<file path="src/rtl/ad_ip_jesd204_link_upconv_pkg.sv">
// Shared constants for the JESD204 link beat-rate up-converter.
// Beat widths are derived from octet counts through the helper below.
package ad_ip_jesd204_link_upconv_pkg;

   localparam int unsigned OctetW = 8;

   function automatic int unsigned beat_w(input int unsigned octets);
      return OctetW * octets;
   endfunction

endpackage

</file>
<file path="src/rtl/ad_ip_jesd204_link_upconv_buf.sv">
// Two-entry ping-pong buffer of wide beats with a registered write-ready.
// Each entry is read twice (phase 0 then phase 1) before it is released.
module ad_ip_jesd204_link_upconv_buf #(
   parameter int unsigned EntryW = 8
) (
   input  logic              clk_i,
   input  logic              rst_ni,
   input  logic              wr_valid_i,
   output logic              wr_ready_o,
   input  logic [EntryW-1:0] wr_data_i,
   input  logic              rd_ready_i,
   output logic              rd_valid_o,
   output logic              rd_phase_o,
   output logic [EntryW-1:0] rd_data_o
);

   logic [EntryW-1:0] mem_q [2];
   logic [EntryW-1:0] mem_d [2];
   logic [1:0]        count_q, count_d;
   logic              wr_ptr_q, wr_ptr_d;
   logic              rd_ptr_q, rd_ptr_d;
   logic              phase_q, phase_d;
   logic              ready_q, ready_d;
   logic              push, pop, pop_last;

   assign push     = wr_valid_i & ready_q;
   assign pop      = (count_q != 2'd0) & rd_ready_i;
   assign pop_last = pop & phase_q;

   always_comb begin
      mem_d    = mem_q;
      wr_ptr_d = wr_ptr_q;
      rd_ptr_d = rd_ptr_q;
      phase_d  = phase_q;
      if (push) begin
         mem_d[wr_ptr_q] = wr_data_i;
         wr_ptr_d        = ~wr_ptr_q;
      end
      if (pop) begin
         phase_d = ~phase_q;
      end
      if (pop_last) begin
         rd_ptr_d = ~rd_ptr_q;
      end
      count_d = count_q + 2'(push) - 2'(pop_last);
      // Ready looks one cycle ahead so upstream never sees a combinational path.
      ready_d = (count_d < 2'd2);
   end

   always_ff @(posedge clk_i or negedge rst_ni) begin
      if (!rst_ni) begin
         for (int i = 0; i < 2; i++) begin
            mem_q[i] <= '0;
         end
         count_q  <= 2'd0;
         wr_ptr_q <= 1'b0;
         rd_ptr_q <= 1'b0;
         phase_q  <= 1'b0;
         ready_q  <= 1'b0;
      end else begin
         mem_q    <= mem_d;
         count_q  <= count_d;
         wr_ptr_q <= wr_ptr_d;
         rd_ptr_q <= rd_ptr_d;
         phase_q  <= phase_d;
         ready_q  <= ready_d;
      end
   end

   assign wr_ready_o = ready_q;
   assign rd_valid_o = (count_q != 2'd0);
   assign rd_phase_o = phase_q;
   assign rd_data_o  = mem_q[rd_ptr_q];

endmodule

</file>
<file path="src/rtl/ad_ip_jesd204_link_upconv.sv">
// Halves per-lane datapath width: every wide beat leaves as two narrow beats,
// low (older) octets of each lane first, high octets second.
module ad_ip_jesd204_link_upconv
   import ad_ip_jesd204_link_upconv_pkg::*;
#(
   parameter int unsigned NUM_LANES           = 4,
   parameter int unsigned OCTETS_PER_BEAT_IN  = 8,
   parameter int unsigned OCTETS_PER_BEAT_OUT = OCTETS_PER_BEAT_IN / 2
) (
   input  logic                                            link_clk,
   input  logic                                            link_resetn,
   input  logic [OCTETS_PER_BEAT_IN-1:0]                   in_link_sof,
   input  logic                                            in_link_valid,
   output logic                                            in_link_ready,
   input  logic [NUM_LANES*OctetW*OCTETS_PER_BEAT_IN-1:0]  in_link_data,
   output logic [OCTETS_PER_BEAT_OUT-1:0]                  out_link_sof,
   output logic                                            out_link_valid,
   input  logic                                            out_link_ready,
   output logic [NUM_LANES*OctetW*OCTETS_PER_BEAT_OUT-1:0] out_link_data
);

   localparam int unsigned IBW    = beat_w(OCTETS_PER_BEAT_IN);
   localparam int unsigned OBW    = beat_w(OCTETS_PER_BEAT_OUT);
   localparam int unsigned DataW  = NUM_LANES * IBW;
   localparam int unsigned EntryW = OCTETS_PER_BEAT_IN + DataW;

   logic [EntryW-1:0]             rd_entry;
   logic [DataW-1:0]              rd_data;
   logic [OCTETS_PER_BEAT_IN-1:0] rd_sof;
   logic                          rd_valid;
   logic                          rd_phase;

   ad_ip_jesd204_link_upconv_buf #(
      .EntryW (EntryW)
   ) u_buf (
      .clk_i      (link_clk),
      .rst_ni     (link_resetn),
      .wr_valid_i (in_link_valid),
      .wr_ready_o (in_link_ready),
      .wr_data_i  ({in_link_sof, in_link_data}),
      .rd_ready_i (out_link_ready),
      .rd_valid_o (rd_valid),
      .rd_phase_o (rd_phase),
      .rd_data_o  (rd_entry)
   );

   assign rd_data        = rd_entry[DataW-1:0];
   assign rd_sof         = rd_entry[EntryW-1:DataW];
   assign out_link_valid = rd_valid;

   for (genvar i = 0; i < NUM_LANES; i++) begin : g_lane
      assign out_link_data[OBW*i +: OBW] = rd_phase ? rd_data[IBW*i+OBW +: OBW]
                                                    : rd_data[IBW*i +: OBW];
   end

   // Sof is masked when idle so a stale entry never flags a frame start.
   always_comb begin
      out_link_sof = '0;
      if (rd_valid) begin
         out_link_sof = rd_phase ? rd_sof[OCTETS_PER_BEAT_IN-1:OCTETS_PER_BEAT_OUT]
                                 : rd_sof[OCTETS_PER_BEAT_OUT-1:0];
      end
   end

endmodule

</file>
<file path="config.mk">
export PLATFORM = sky130hd
export DESIGN_NAME = ad_ip_jesd204_link_upconv
export DESIGN_NICKNAME = d
export VERILOG_FILES = /design/src/rtl/ad_ip_jesd204_link_upconv_pkg.sv /design/src/rtl/ad_ip_jesd204_link_upconv_buf.sv /design/src/rtl/ad_ip_jesd204_link_upconv.sv
export SDC_FILE = /design/constraint.sdc
export NUM_CORES = 1
export LEC_CHECK = 0
export ABC_AREA = 1
export BUFFER_PORTS_ARGS = -buffer_cell sky130_fd_sc_hd__buf_2
export CAP_MARGIN = 25
export CORE_MARGIN = 3
export CORE_UTILIZATION = 31
export CTS_BUF_LIST = sky130_fd_sc_hd__clkbuf_8
export DETAILED_ROUTE_END_ITERATION = 12
export MAX_ROUTING_LAYER = met4
export PLACE_DENSITY_LB_ADDON = 0.1
export SKIP_CTS_REPAIR_TIMING = 1
export SLEW_MARGIN = 30
export SYNTH_ARGS = -nofsm -noshare
export SYNTH_HDL_FRONTEND = slang
export SYNTH_SLANG_ARGS = --single-unit
</file>
<file path="constraint.sdc">
create_clock -name link_clk -period 2 [get_ports link_clk]
set_clock_uncertainty 0.2 [all_clocks]
set_input_delay 0.3 -clock link_clk [delete_from_list [all_inputs] [get_ports link_clk]]
set_output_delay 0.3 -clock link_clk [all_outputs]
set_load 0.01 [all_outputs]
</file>
==> key figures <==
Outcome
  – Status: complete, but fails checks
  – Failing checks: negative setup slack

Power
  – Leak pwr: 17.47 nW
  – Share of power burned in registers: 0.325
  – Cell Pwr Density: 1642 nW/µm²
  – Net Switching: 23.79 mW
  – Internal Pwr Total: 34.22 mW
  – Sw Ratio: 0.4101
  – Worst vdd ir: 0.8040 mV
  – Logic gate share of total power: 0.495
  – Clk network pwr share: 0.180

Floorplan
  – Core Footprint: 79520 µm²
  – Chip Width: 290.1 µm
  – Row Count: 103
  – I/O pins: 402
  – DIE AREA: 84160 µm²
  – Initial Util: 0.3147
  – Die height: 290.1 µm

STA
  – Fin crit period: 2.787 ns
  – Max Slew Vio Count: 0
  – Peak Freq: 358.8 MHz
  – Slew headroom: 0.6828
  – Final WS setup: -0.7871 ns
  – Fin crit share: 1.394
  – Fin Hold WS: 0.04047 ns
  – Unrepaired setup endpoints after global routing: yes
  – Worst-Margin Slew: 0.4757 ns
  – Setup-failing EPs final: 132
  – Setup_tns: -90.35 ns
  – Final Hold Vio Count: 0

Routing
  – Routed via count: 22040
  – 1st-pass router iterations: 5
  – Via density: 4.594
  – Antenna Nets Post-Route: 0
  – DRC: 0
  – Final WL: 80670 µm
  – DR WL/cell: 16.81 µm
  – Initial DRC Count: 1389

Placed design
  – GPL Wtd Cong: 0.8033
  – Port bufs: 401
  – Placed cells: 4299
  – DP HPWL: 51620 µm

Critical path
  – Crit path largest cell delay: 0.54 ns
  – Crit path top cell by count: buf_12
  – Crit-path cells: buf_12 -> buf_12 -> buf_12 -> buf_6 -> nor2_2 -> nor2_1 -> o21ai_1 -> o21ai_2 -> buf_2
  – Max FO, Critical Path: 8
  – Critical Path AT: 2.29 ns
  – Required time at the endpoint of the critical path: 1.50 ns
  – Slowest CP cell: dfrtp_4
  – Setup CP Type: flip-flop to output port
  – Critical Path Sink Type: output port
  – Startpoint types: flip-flop

CTS
  – # clock sinks: 534
  – Reg clk slew, reported paths: 0.07 ns
  – Clock Root Buffer: clkbuf_8
  – CTS buffer count: 99
  – Worst skew pair latency: 0.69 ns
  – Clk buf depth: 3
  – Htree depth: 3
  – CTS tree: yes

Global routing
  – Initial antenna violation count: 6
  – Vias in the first global route: 21060
  – Largest net degree at the start of global routing: 84
  – Gr ovfl total: 0
  – First-pass GRT wire length: 119200 µm
  – GRT Total Usage: 0.1796

Final layout
  – Fin cells: 4798
  – FILL cells: 7787
  – Final Util: 0.4443
  – Most common cell after layout, fill and taps aside: nand2_1
  – Area growth, synth to finish: 41.19%
  – Share of layout cells above drive strength 1: 0.3092
  – Commonest cells after routing, fill and taps aside: 553 x nand2_1, 532 x dfrtp_1, 412 x o21ai_0
  – Post-layout net count: 3939

Logic synthesis
  – Sequential area share after synthesis: 0.5341
  – Synth warnings: 0
  – Mapped cell area: 25020 µm²
  – Netlist cell types: 19
  – Post-Syn Nets: 3168
  – Yosys reg bits: 534
  – Mapped Cells: 2898
  – Mean Syn Cell Area: 8.634 µm²

Flow run
  – Maxcap violations: 0

Min path
  – HP Class: input port to asynchronous set/reset pin
==> flip-flops by register name (all words and copies together) (netlist names) <==
register          cells
u_buf.count_q         2
u_buf.mem_q         528
u_buf.rd_phase_o      1
u_buf.rd_ptr_q        1
u_buf.wr_ptr_q        1
u_buf.wr_ready_o      1
==> power by group through the flow <==
stage	sequential (mW)	combinational, mW	clock (mW)
floorplan	17.7	15.3	0
global placement	18.4	23.8	0
finish	18.9	28.7	10.5
detailed placement	18.5	24.1	0
CTS	18.4	24.2	10.9
global route	19.4	31.9	11.4
==> cell usage after synthesis, drive strengths merged <==
master | count | area, µm²
o21ai | 913 | 5508
nand2 | 555 | 2083
dfrtp | 534 | 13360
nor2 | 386 | 1449
inv | 288 | 1081
buf | 141 | 1186
clkbuf | 63 | 236.5
nand3 | 8 | 40.04
a21oi | 5 | 25.02
ha | 2 | 25.02
or2 | 1 | 6.260
xnor2 | 1 | 8.760
xor2 | 1 | 8.760
==> final cells by class <==
| type | instances | area (µm²) | share of cell area |
|---|---|---|---|
| multi-input cells | 1872 | 9905 | 0.2804 |
| inverters | 288 | 1106 | 0.03131 |
| repair buffers | 872 | 7646 | 0.2164 |
| well taps | 1050 | 1314 | 0.03719 |
| repair inverters | 2 | 15.01 | 0.0004250 |
| clock buffers | 122 | 1679 | 0.04753 |
| flip-flops and latches | 534 | 13370 | 0.3784 |
| diodes | 6 | 15.01 | 0.0004250 |
| clock inverters | 52 | 277.8 | 0.007863 |
==> worst paths after layout <==
path	start	end	slack, ns	depth (start not counted)
max in group asynchronous	link_resetn	u_buf.mem_q[181]	0.97	4
worst max register to register	u_buf.rd_phase_o	u_buf.wr_ready_o	0.07	7
worst max-delay path	u_buf.rd_ptr_q	out_link_data[51]	-0.79	9
worst min register to register	u_buf.mem_q[85]	u_buf.mem_q[85]	0.28	2
min in group link_clk	in_link_data[21]	u_buf.mem_q[285]	0.20	4
worst min-delay path	link_resetn	u_buf.mem_q[45]	0.04	3
==> cell families after synthesis <==
group,share of synthesized area
DFF,0.5341
xor gates and xnor gates,0.0007002
buffers and inverters,0.1001
and+or+nand+nor,0.1430
adders and majority gates,0.001000
AOI/OAI and AO/OA,0.2211
==> through the flow <==
| step | setup WS (ns) | instance area, µm² | power (mW) |
|---|---|---|---|
| 2_1_floorplan | 0.2409 | 25020 | 32.97 |
| 3_3_place_gp | -0.1126 | 28800 | 42.22 |
| 3_5_place_dp | -0.1361 | 28800 | 42.58 |
| 4_1_cts | -0.9408 | 30760 | 53.43 |
| 5_1_grt | -0.9040 | 35330 | 62.71 |
| 6_report | -0.7871 | 35330 | 58.01 |
==> layer usage <==
metal / global-route usage / part of all wire
met1: 0.2425 / 0.46
met2: 0.2764 / 0.47
met3: 0.03184 / 0.043
met4: 0.05323 / 0.022
met5: - / 0
==> critical path: cells and delay by family (launching register included) <==
kind,cells,cell delay [ns]
buffers and inverters,5,0.73
flip-flops,1,0.54
AND/OR/NAND/NOR,2,0.14
AO/OA/AOI/OAI,2,0.18
No activity file was read; power rests on OpenSTA's default activity.
